**config.mk**
```make
export PLATFORM = sky130hd
export DESIGN_NAME = serializer_flat
export DESIGN_NICKNAME = d
export VERILOG_FILES = /design/src/rtl/serializer_if.sv /design/src/rtl/serializer.sv /design/src/flat_wrapper.sv
export SDC_FILE = /design/constraint.sdc
export NUM_CORES = 1
export LEC_CHECK = 0
export CORE_ASPECT_RATIO = 1.4
export CORE_MARGIN = 1
export CORE_UTILIZATION = 25
export CTS_CLUSTER_SIZE = 8
export DETAILED_ROUTE_END_ITERATION = 8
export SETUP_SLACK_MARGIN = 0.15
export SLEW_MARGIN = 20
export SYNTH_ARGS = -nofsm -noshare
export SYNTH_HDL_FRONTEND = slang
export SYNTH_SLANG_ARGS = --single-unit
```
**constraint.sdc**
```tcl
create_clock -name data_clock -period 4.3 [get_ports data_clock]
set_clock_uncertainty 0.2 [all_clocks]
set_input_delay 1.075 -clock data_clock [delete_from_list [all_inputs] [get_ports data_clock]]
set_output_delay 1.075 -clock data_clock [all_outputs]
set_load 0.05 [all_outputs]
```
**src/rtl/serializer_if.sv**
```systemverilog
// serializer_if: parallel handshake in, serial line and word-done strobe out
interface serializer_if;
    logic [9:0] Data_In;
    logic       Data_Valid;
    logic       Data_Ready;
    logic       PRBS_Mode;
    logic       Serial;
    logic       Data_Sent;
    modport master (output Data_In, Data_Valid, PRBS_Mode, input Data_Ready, Serial, Data_Sent);
    modport slave (input Data_In, Data_Valid, PRBS_Mode, output Data_Ready, Serial, Data_Sent);
endinterface

```
**src/rtl/serializer.sv**
```systemverilog
// serializer: 10-bit LSB-first serializer with K28.5 idle fill; PRBS7 test mode when SERIALIZER_PRBS_EN is defined
module serializer (
    input logic         data_clock,
    input logic         Reset,
    serializer_if.slave bus
);
    localparam logic [9:0] COMMA = 10'b0101111100;
`ifdef SERIALIZER_PRBS_EN
    typedef enum logic [1:0] {IDLE, DATA, PRBS} state_t;
    logic [6:0] lfsr_q, lfsr_d;
`else
    typedef enum logic {IDLE, DATA} state_t;
    logic unused_prbs_mode;
    assign unused_prbs_mode = bus.PRBS_Mode;
`endif
    state_t     state_q, state_d;
    logic [9:0] sreg_q, sreg_d, hold_q, hold_d;
    logic [3:0] bit_cnt_q, bit_cnt_d;
    logic       hold_valid_q, hold_valid_d;
    logic       boundary, ready, accept;
    assign boundary = bit_cnt_q == 4'd9;
    assign accept = bus.Data_Valid && ready;
    always_ff @(posedge data_clock) begin
        if (!Reset) begin
            state_q <= IDLE;
            sreg_q <= '0;
            bit_cnt_q <= 4'd9;
            hold_valid_q <= 1'b0;
`ifdef SERIALIZER_PRBS_EN
            lfsr_q <= 7'h7F;
`endif
        end else begin
            state_q <= state_d;
            sreg_q <= sreg_d;
            bit_cnt_q <= bit_cnt_d;
            hold_valid_q <= hold_valid_d;
`ifdef SERIALIZER_PRBS_EN
            lfsr_q <= lfsr_d;
`endif
        end
        hold_q <= hold_d;
    end
    // the load at a boundary always takes the pre-edge hold, never Data_In directly
    always_comb begin
        state_d = boundary ? (hold_valid_q ? DATA : IDLE) : state_q;
`ifdef SERIALIZER_PRBS_EN
        if (boundary && bus.PRBS_Mode) state_d = PRBS;
`endif
        bit_cnt_d = boundary ? 4'd0 : bit_cnt_q + 4'd1;
        sreg_d = !boundary ? {1'b0, sreg_q[9:1]} : hold_valid_q ? hold_q : COMMA;
        hold_d = accept ? bus.Data_In : hold_q;
        hold_valid_d = accept || (hold_valid_q && !(boundary && state_d == DATA));
`ifdef SERIALIZER_PRBS_EN
        lfsr_d = lfsr_q;
        if (state_d == PRBS) begin
            sreg_d = {9'd0, lfsr_q[6]};
            lfsr_d = {lfsr_q[5:0], lfsr_q[6] ^ lfsr_q[5]};
        end
`endif
    end
    always_comb begin
        ready = !hold_valid_q && Reset;
`ifdef SERIALIZER_PRBS_EN
        if (state_q == PRBS) ready = 1'b0;
`endif
        bus.Data_Ready = ready;
        bus.Data_Sent = state_q == DATA && boundary;
        bus.Serial = sreg_q[0];
    end
endmodule
```
**src/flat_wrapper.sv**
```systemverilog
// flat-port wrapper written by rule: the top's interface ports become plain ports
module serializer_flat 
  (data_clock, Reset, bus_Data_In, bus_Data_Valid, bus_PRBS_Mode, bus_Data_Ready, bus_Serial, bus_Data_Sent);
  serializer_if bus_i ();
  input logic data_clock;
  input logic Reset;
  input wire logic [$bits(bus_i.Data_In)-1:0] bus_Data_In;
  input wire logic [$bits(bus_i.Data_Valid)-1:0] bus_Data_Valid;
  input wire logic [$bits(bus_i.PRBS_Mode)-1:0] bus_PRBS_Mode;
  output wire logic [$bits(bus_i.Data_Ready)-1:0] bus_Data_Ready;
  output wire logic [$bits(bus_i.Serial)-1:0] bus_Serial;
  output wire logic [$bits(bus_i.Data_Sent)-1:0] bus_Data_Sent;
  assign bus_i.Data_In = bus_Data_In;
  assign bus_i.Data_Valid = bus_Data_Valid;
  assign bus_i.PRBS_Mode = bus_PRBS_Mode;
  assign bus_Data_Ready = bus_i.Data_Ready;
  assign bus_Serial = bus_i.Serial;
  assign bus_Data_Sent = bus_i.Data_Sent;
  serializer u_core (.data_clock(data_clock), .Reset(Reset), .bus(bus_i));
endmodule
```
Word-level counts from Yosys, hierarchy flattened
Cells that the tools add are included.
{ "word_totals": {"in_bits": 14, "register_bits": 26, "elab_cells": 25, "out_inout_bits": 3} }
{ "classes": {"bitwise_logic": 1, "addsub": 1, "mux": 5, "n_eq_ne": 1, "n_reduce_logical": 10} }
{ "op_table": {"columns": ["operator", "n"], "rows": [
  ["$mux 9", 2],
  ["$logic_and 1x1->1", 5],
  ["$add 4x1->4 const B", 1],
  ["$eq 4x4->1 const B", 1],
  ["$mux 4", 1],
  ["$reduce_and 3->1", 1],
  ["$logic_not 1->1", 2],
  ["$mux 1", 2],
  ["$reduce_or 2->1", 1],
  ["$logic_or 1x1->1", 1],
  ["$not 1->1", 1]
]} }

Depth between registers and ports, before layout
Gate-level depths: netlist of the first run.
{ "logic_depth": {"ltp_word": 6, "ltp_mapped": 7, "depth_no_buf": 5} }

Worst setup path before layout of the first run
No wires, ideal clock.
{ "synth_timing": {"path_kind": "input to output", "from": "input Reset", "to": "output bus_Data_Ready", "path_slack_ps": 1195, "n_path_buf": 0, "t_arrival_ps": 1830, "stages": 2, "required_ps": 3025, "cell_sequence": "inv_1 > nor2_1"} }
{ "synth_via": {"elab_chain_cells": 1} }
{ "synth_lines": {"columns": ["element", "line_no", "source"], "rows": [
  ["start: declaration", "flat_wrapper.sv:6", "input logic Reset;"],
  ["$logic_and 1x1->1", "serializer.sv:62", "ready = !hold_valid_q && Reset;"],
  ["end: declaration", "flat_wrapper.sv:10", "output wire logic [$bits(bus_i.Data_Ready)-1:0] bus_Data_Ready;"]
]} }
Every way passes these cells.

Final worst setup path of the first run
{ "layout_timing": {"from": "register u_core.bit_cnt_q[0]", "to": "output bus_Data_Sent"} }
{ "layout_via": {"elab_chain_cells": 2} }
{ "layout_lines": {"columns": ["element", "line_no", "source"], "rows": [
  ["start: declaration", "serializer.sv:18", "logic [3:0] bit_cnt_q, bit_cnt_d;"],
  ["start signal: assignment", "serializer.sv:35", "bit_cnt_q <= bit_cnt_d;"],
  ["$eq 4x4->1", "serializer.sv:21", "assign boundary = bit_cnt_q == 4'd9;"],
  ["$logic_and 1x1->1", "serializer.sv:67", "bus.Data_Sent = state_q == DATA && boundary;"],
  ["end: declaration", "flat_wrapper.sv:12", "output wire logic [$bits(bus_i.Data_Sent)-1:0] bus_Data_Sent;"]
]} }
Every way passes these cells.

==> results of run 1 <==
per-stage QoR:
step | setup WS, ps | power, mW
floorplan | 1195 | 0.3919
global placement | 903.9 | 0.4111
detailed placement | 903.1 | 0.4171
CTS | 805.4 | 0.5440
global route | 710.1 | 0.5723
finish | 845.7 | 0.5362
report_power, final:
part / leakage, nW / total (mW) / switching (mW) / internal [mW]
registers: 0.225 / 0.304 / 0.0163 / 0.288
clock network: 0.0216 / 0.128 / 0.0650 / 0.0625
logic: 0.192 / 0.104 / 0.0567 / 0.0477
total: 0.439 / 0.536 / 0.138 / 0.398
area by class of cell:
type                    instances  area, um2
repair buffers                 17      175.2
fillers                       358       2435
clock buffers                   3      41.29
flip-flops and latches         26      620.6
well taps                      42      52.55
multi-input cells              42      256.5
inverters                       8      30.03
metal layers:
layer  up-vias  global-route usage  wire length [um]
met4         0             0.06140                27
met3         4             0.02626                45
li1        310                   -                 -
met2        13              0.1578               731
met5         -                   0                 0
met1       278             0.08951               538
flip-flops by register name, indices dropped and copies added, names as in the netlist, named ones only:
register and flops:
u_core.sreg_q 10, u_core.hold_valid_q 1, u_core.hold_q 10, u_core.bit_cnt_q 4
cells by family (layout without fill, tap and decap cells):
| kind of cell | Yosys count | count (layout) | synth area share |
|---|---|---|---|
| AOI/OAI and AO/OA | 14 | 14 | 0.1036 |
| DFF | 26 | 26 | 0.6587 |
| and+or+nand+nor | 24 | 24 | 0.1235 |
| buffers and inverters | 13 | 28 | 0.06905 |
| adders and majority gates | 2 | 2 | 0.02656 |
| xor gates and xnor gates | 2 | 2 | 0.01860 |
how the worst max path moves through the flow:
stage / endpoint / start / depth (start not counted) / slack [ps]
after floorplan: bus_Data_Ready / Reset / 2 / 1190
after global placement: bus_Data_Ready / Reset / 4 / 900
after detailed placement: bus_Data_Ready / Reset / 4 / 900
after CTS: bus_Data_Sent / u_core.bit_cnt_q[0]$_SDFF_PN1_ / 5 / 810
after global routing: bus_Data_Sent / u_core.bit_cnt_q[0]$_SDFF_PN1_ / 5 / 710
final: bus_Data_Sent / u_core.bit_cnt_q[0]$_SDFF_PN1_ / 5 / 850
cell usage after synthesis:
| cell | n | area, um2 |
|---|---|---|
| a221o_1 | 1 | 10.01 |
| edfxtp_1 | 10 | 300.3 |
| clkbuf_1 | 2 | 7.510 |
| buf_6 | 2 | 22.52 |
| dfxtp_1 | 16 | 320.3 |
| o21ai_0 | 6 | 30.03 |
| nand4_1 | 3 | 18.77 |
| and2_1 | 2 | 12.51 |
| buf_2 | 1 | 5.000 |
| and3b_1 | 1 | 8.760 |
| nand2_1 | 5 | 18.77 |
| nor2_1 | 10 | 37.54 |
| xnor2_1 | 2 | 17.52 |
| nand2b_1 | 1 | 6.260 |
| a21oi_1 | 1 | 5.000 |
| and4_1 | 1 | 8.760 |
| nand3_1 | 1 | 5.000 |
| inv_1 | 8 | 30.03 |
| a311oi_1 | 6 | 52.55 |
| ha_1 | 2 | 25.02 |
worst max-delay path: cells and delay by family (launching register included):
| kind | cells | cell delay, ps |
|---|---|---|
| and+or+nand+nor | 2 | 300 |
| DFF | 1 | 390 |
| adders and majority gates | 1 | 190 |
| buffers and inverters | 2 | 1020 |
==> impl_table.tex, run 1 <==
\begin{tabular}{lr}
\hline
Metric & Value \\
\hline
\multicolumn{2}{l}{\textbf{Setup path}} \\
\quad Crit. End Element & output pin \\
\quad Number of cells traversed by the worst register-to-register path & 2 \\
\quad Crit Reg-Reg Startpoint & u\_core.hold\_valid\_q\$\_SDFF\_PN0\_ \\
\quad Worst-path cell with the longest stage delay & clkdlybuf4s50\_1 \\
\quad Slack of the worst reg-to-reg path & 2570 ps \\
\quad Critical path peak fanout & 25 \\
\quad Type of the setup path with the least slack & flop to output pin \\
\quad Delay of the slowest cell on the worst path & 790 ps \\
\quad Crit Reg-Reg Endpoint & u\_core.hold\_q[5]\$\_DFFE\_PP\_ \\
\quad Crit path launch type & flop \\
\quad Critical path data required time & 3020 ps \\
\quad Worst Path Arrival & 2180 ps \\
\quad Cell-by-cell trace of the critical path & ha\_1, and3b\_1, buf\_4, and2\_1, clkdlybuf4s50\_1 \\
\multicolumn{2}{l}{\textbf{Power}} \\
\quad Cell area power density & 455.9 nW/um2 \\
\quad Worst-case vdd ir drop & 0.2247 mV \\
\quad Leakage & 0.4385 nW \\
\multicolumn{2}{l}{\textbf{Clock network}} \\
\quad Num CTS Buffers & 3 \\
\quad Post CTS Setup Buffer Count & 0 \\
\quad Root Buffer Master & clkbuf\_8 \\
\quad Buffers from clock root to sink, at most & 2 \\
\quad Maximum level of the CTS H-tree & 1 \\
\quad Hold buffer count at CTS & 0 \\
\quad \# resized after CTS & 0 \\
\quad CTS tree & done \\
\quad TritonCTS sink count & 26 \\
\quad Clock transition at the registers of the reported paths & 80 ps \\
\quad Clock latency at the later pin of the worst-skew pair & 260 ps \\
\multicolumn{2}{l}{\textbf{Drt}} \\
\quad Violation count after the first detailed-route iteration & 8 \\
\quad Aggregate routed wire length & 1342 um \\
\quad Post-detailed-route DRC marker count & 0 \\
\quad Antenna-violating nets left & 0 \\
\quad Routed WL per cell & 9.725 um \\
\quad First-pass iteration count of the detailed router & 4 \\
\quad Detail-routed via count per cell & 4.384 \\
\quad Detailed-route via count & 605 \\
\multicolumn{2}{l}{\textbf{Floorplanning}} \\
\quad Floorplan die area & 4022 um2 \\
\quad Die boundary height & 74.64 um \\
\quad Cell row count & 26 \\
\quad Number of primary I/O pins & 17 \\
\quad Die extent in x & 53.89 um \\
\quad Starting density of the core & 0.2609 \\
\quad Core box area & 3611 um2 \\
\multicolumn{2}{l}{\textbf{Place}} \\
\quad Final estimated routing congestion in global placement & 0.6676 \\
\quad Number of placed cells counting well taps & 135 \\
\quad Placed cell areas & 1135 um2 \\
\quad Number of buffers inserted by port buffering & 15 \\
\quad DPL Wire Length & 1022 um \\
\multicolumn{2}{l}{\textbf{STA}} \\
\quad Final Cycle Share & 0.8033 \\
\quad Final period demand of the worst path & 3454 ps \\
\quad Slew Viols, Final & 0 \\
\quad Max Clk Rate & 289.5 MHz \\
\quad Relative slew slack & 0.6722 \\
\quad Worst-Margin Slew & 490.2 ps \\
\quad TNS Setup & 0 ps \\
\quad Final Hold Violating Endpoints & 0 \\
\quad Setup repair after global routing missed its margin & no \\
\quad Final hold slack & 245.2 ps \\
\quad Final-report setup violation count & 0 \\
\multicolumn{2}{l}{\textbf{Global routing}} \\
\quad Number of global-route vias before repair & 594 \\
\quad Largest net degree at the start of global routing & 26 \\
\quad Wire length of the first global-routing pass & 2539 um \\
\quad Total global routing overflow & 0 \\
\quad Total routing usage reported by global routing & 0.09050 \\
\quad Number of antenna violations at the first check in global routing & 0 \\
\multicolumn{2}{l}{\textbf{Layout}} \\
\quad Final nets & 114 \\
\quad Final Instance Count excl. Fillers & 138 \\
\quad Most common library cell in the layout ignoring fill and taps & dfxtp\_1 \\
\quad Cell area after layout & 1176 um2 \\
\quad Antenna Diode Count & 0 \\
\quad Share of the core filled with cells & 0.3257 \\
\quad Share of post-route cells with drive strength above 1 & 0.06250 \\
\quad Commonest cells after routing, fill and taps aside & 16 x dfxtp\_1, 14 x clkdlybuf4s50\_1, 10 x nor2\_1, 10 x edfxtp\_1, 8 x inv\_1 \\
\quad Layout overhead on the synthesized area & 24.83\% \\
\multicolumn{2}{l}{\textbf{Yosys}} \\
\quad Mapped Nets & 97 \\
\quad Fraction of the yosys area taken by sequential cells & 0.6587 \\
\quad Synth warnings & 0 \\
\quad Number of synthesized register bits & 26 \\
\quad Synthesized instance count & 81 \\
\quad Unique masters post-synth & 20 \\
\quad Synthesized area divided by synthesized cell count & 11.63 um2 \\
\quad Post-Syn Area & 942.2 um2 \\
\multicolumn{2}{l}{\textbf{Min path}} \\
\quad Worst hold path stage count & 2 \\
\quad Worst hold path type & flop to flop \\
\quad Hold EP & u\_core.sreg\_q[0]\$\_SDFF\_PN0\_ \\
\quad Min-Delay Startpoint & u\_core.sreg\_q[1]\$\_SDFF\_PN0\_ \\
\multicolumn{2}{l}{\textbf{Status}} \\
\quad Result of the run & finished, final reports clean \\
\multicolumn{2}{l}{\textbf{Run}} \\
\quad Max-cap violations & 0 \\
\hline
\end{tabular}
Note: power is estimated with default switching activity, not from simulation.
==> run 2: changes to the inputs <==
clock period = 3.42 ns   (was 4.3 ns; I/O delays follow)
==> run 2 against run 1 <==
  * Largest cell class unchanged
  * Flip-flop and latch count stayed put
  * Worst setup slack lost 350 ps
  * Highest routed layer unchanged
  * Critical path type is now input port to output pin
  * Sequential share of layout area down 0.50 points
  * First-iteration DRC count up 38%
  * Count of clock-buffer cells in the layout is 1 higher
  * Non-clock buffer count unchanged
  * Critical path depth down 1
  * Die area is the same
  * Cell count increased by 0.72%
==> impl_table.tex, run 2 (same netlist as run 1, synthesis figures left out) <==
\begin{tabular}{lr}
\hline
Metric & Value \\
\hline
\multicolumn{2}{l}{\textbf{Layout}} \\
\quad Layout overhead on the synthesized area & 26.03\% \\
\quad Antenna Diode Count & 0 (unchanged) \\
\quad Fill cell count & 368 (+2.8\%) \\
\quad Area used by multi-input combinational logic & 256.5 um2 (unchanged) \\
\quad Final Instance Count excl. Fillers & 139 (+0.72\%) \\
\quad Share of post-route cells with drive strength above 1 & 0.08247 (+0.01997) \\
\quad Commonest cells after routing, fill and taps aside & 16 x dfxtp\_1, 13 x clkdlybuf4s50\_1, 10 x nor2\_1, 10 x edfxtp\_1, 8 x inv\_1 \\
\quad Largest registers ranked by flip-flop count & u\_core.hold\_q x10, u\_core.sreg\_q x10, u\_core.bit\_cnt\_q x4 \\
\quad Storage element area & 620.6 um2 (unchanged) \\
\quad Final nets & 114 (unchanged) \\
\quad Share of the core filled with cells & 0.3288 (+0.003119) \\
\quad Most common library cell in the layout ignoring fill and taps & dfxtp\_1 \\
\multicolumn{2}{l}{\textbf{Power}} \\
\quad Internal power component & 0.5249 mW (+32\%) \\
\quad Switching share of total power & 0.2601 (+0.002758) \\
\quad Leakage & 0.4477 nW (+2.1\%) \\
\quad Worst-case vdd ir drop & 0.2413 mV (+7.4\%) \\
\quad Cell area power density & 597.5 nW/um2 (+31\%) \\
\quad Total power consumption of the routed design & 0.7094 mW (+32\%) \\
\quad Proportion of power drawn by combinational gates & 0.190 (-0.005) \\
\quad Sequential share of power & 0.539 (-0.028) \\
\quad Clock share of power & 0.272 (+0.034) \\
\quad Net switching power & 0.1846 mW (+34\%) \\
\multicolumn{2}{l}{\textbf{Setup path}} \\
\quad Crit Reg-Reg Startpoint & u\_core.hold\_valid\_q\$\_SDFF\_PN0\_ \\
\quad Critical path data required time & 2360 ps (-660 ps) \\
\quad Delay of the slowest cell on the worst path & 480 ps (-310 ps) \\
\quad Worst Path Arrival & 1870 ps (-310 ps) \\
\quad Critical path peak fanout & 8 (-68\%) \\
\quad CP bufs+invs & 3 (+1) \\
\quad Number of cells traversed by the worst register-to-register path & 2 (unchanged) \\
\quad Type of the setup path with the least slack & input port to output pin \\
\quad Crit. End Element & output pin \\
\quad Worst-path cell with the longest stage delay & clkdlybuf4s50\_1 \\
\quad Crit Reg-Reg Endpoint & u\_core.hold\_q[4]\$\_DFFE\_PP\_ \\
\quad Crit path launch type & input port \\
\quad Cell-by-cell trace of the critical path & clkdlybuf4s50\_1, inv\_1, nor2\_1, buf\_12 \\
\quad Crit-path leading delay family & buffers and inverters \\
\quad Slack of the worst reg-to-reg path & 1730 ps (-840 ps) \\
\multicolumn{2}{l}{\textbf{Floorplanning}} \\
\quad Number of primary I/O pins & 17 (unchanged) \\
\quad Cell row count & 26 (unchanged) \\
\quad Core box area & 3611 um2 (unchanged) \\
\quad Starting density of the core & 0.2609 (unchanged) \\
\quad Die boundary height & 74.64 um (unchanged) \\
\quad Floorplan die area & 4022 um2 (unchanged) \\
\quad Die extent in x & 53.89 um (unchanged) \\
\multicolumn{2}{l}{\textbf{Drt}} \\
\quad Antenna-violating nets left & 0 (unchanged) \\
\quad Routed met2 length & 766 um (+4.8\%) \\
\quad Post-detailed-route DRC marker count & 0 (unchanged) \\
\quad Highest metal used & met4 \\
\quad Met1 Routed Length & 578 um (+7.4\%) \\
\quad Detailed-route via count & 605 (unchanged) \\
\quad First-pass iteration count of the detailed router & 4 (unchanged) \\
\quad Violation count after the first detailed-route iteration & 11 (+3) \\
\quad Routed WL per cell & 10.52 um (+8.2\%) \\
\quad Detail-routed via count per cell & 4.353 (-0.72\%) \\
\quad Met3 layer wire length in the routed design & 67 um (+49\%) \\
\quad Aggregate routed wire length & 1462 um (+8.9\%) \\
\multicolumn{2}{l}{\textbf{Place}} \\
\quad Number of buffers inserted by port buffering & 15 (unchanged) \\
\quad DPL Wire Length & 1046 um (+2.4\%) \\
\quad Final estimated routing congestion in global placement & 0.6411 (-4.0\%) \\
\quad Number of placed cells counting well taps & 135 (unchanged) \\
\multicolumn{2}{l}{\textbf{Min path}} \\
\quad Worst hold path stage count & 2 (unchanged) \\
\quad Min-Delay Startpoint & u\_core.sreg\_q[2]\$\_SDFF\_PN0\_ \\
\quad Worst hold path type & flop to flop \\
\quad Hold EP & u\_core.sreg\_q[1]\$\_SDFF\_PN0\_ \\
\multicolumn{2}{l}{\textbf{STA}} \\
\quad TNS Setup & 0 ps (unchanged) \\
\quad Worst-Margin Slew & 488.5 ps (-1.666 ps) \\
\quad Final period demand of the worst path & 2925 ps \\
\quad Final Hold Violating Endpoints & 0 (unchanged) \\
\quad Setup repair after global routing missed its margin & no \\
\quad Final Cycle Share & 0.8552 \\
\quad Max Clk Rate & 341.9 MHz \\
\quad Final-report setup violation count & 0 (unchanged) \\
\quad Slew Viols, Final & 0 (unchanged) \\
\quad Relative slew slack & 0.6733 (+0.001114) \\
\multicolumn{2}{l}{\textbf{Clock network}} \\
\quad Maximum level of the CTS H-tree & 1 (unchanged) \\
\quad Root Buffer Master & clkbuf\_8 \\
\quad CTS tree & done \\
\quad Num CTS Buffers & 3 (unchanged) \\
\quad Clock transition at the registers of the reported paths & 80 ps (about the same) \\
\quad \# resized after CTS & 0 (unchanged) \\
\quad Hold buffer count at CTS & 0 (unchanged) \\
\quad Buffers from clock root to sink, at most & 2 (unchanged) \\
\quad Clock latency at the later pin of the worst-skew pair & 270 ps (about the same) \\
\quad TritonCTS sink count & 26 (unchanged) \\
\quad Post CTS Setup Buffer Count & 0 (unchanged) \\
\multicolumn{2}{l}{\textbf{Global routing}} \\
\quad Total global routing overflow & 0 (unchanged) \\
\quad Number of global-route vias before repair & 606 (+2.0\%) \\
\quad Largest net degree at the start of global routing & 26 (unchanged) \\
\quad Number of antenna violations at the first check in global routing & 0 (unchanged) \\
\quad Wire length of the first global-routing pass & 2635 um (+3.8\%) \\
\quad Total routing usage reported by global routing & 0.09350 (+0.003008) \\
\multicolumn{2}{l}{\textbf{Status}} \\
\quad Result of the run & finished, final reports clean \\
\multicolumn{2}{l}{\textbf{Run}} \\
\quad Max-cap violations & 0 (unchanged) \\
\hline
\end{tabular}
-- run 2: changes by cell type in the layout (fill, tap and decap cells not counted), sizes merged --
cell,delta
buf,+1
clkbuf,+1
clkdlybuf4s50,-1
-- run 2: worst max path at each step --
stage               slack (ps)              to  cells past startpoint   from
global route               390  bus_Data_Ready                      4  Reset
CTS                        470  bus_Data_Ready                      4  Reset
finish                     500  bus_Data_Ready                      4  Reset
floorplan                  750  bus_Data_Ready                      2  Reset
global placement           470  bus_Data_Ready                      4  Reset
detailed placement         500  bus_Data_Ready                      4  Reset
-- run 2: stage by stage --
step                setup WS [ps]  hold WS [ps]  area, um2
finish                      495.1         243.2       1187
floorplan                   754.6         221.4      942.2
detailed placement          497.5         237.1       1132
global placement            465.5         229.8       1132
global route                388.1         286.7       1187
CTS                         473.7         247.7       1187
-- run 2: cell type report --
cell class / instances / area share
inverter: 8 / 0.02529
clock buffer: 4 / 0.04636
timing repair buffer: 17 / 0.1454
multi-input combinational: 42 / 0.2160
sequential: 26 / 0.5227
tap: 42 / 0.04426
-- run 2: power by group through the flow --
stage	clock network [mW]	registers (mW)	logic, mW
global route	0.212	0.387	0.153
detailed placement	0	0.390	0.135
global placement	0	0.388	0.129
finish	0.193	0.382	0.135
floorplan	0	0.387	0.106
CTS	0.200	0.382	0.137
-- run 2: worst reg2reg max path, cell delays in order (launching register included) --
cell	delay, ps
dfxtp_1	450
nor2_1	270
and2_1	430
-- run 2: per-layer routing --
metal  up-vias  GRT usage
met2        18     0.1523
li1        312          -
met3         5    0.01818
met5         -          0
met4         0    0.07018
met1       270     0.1053
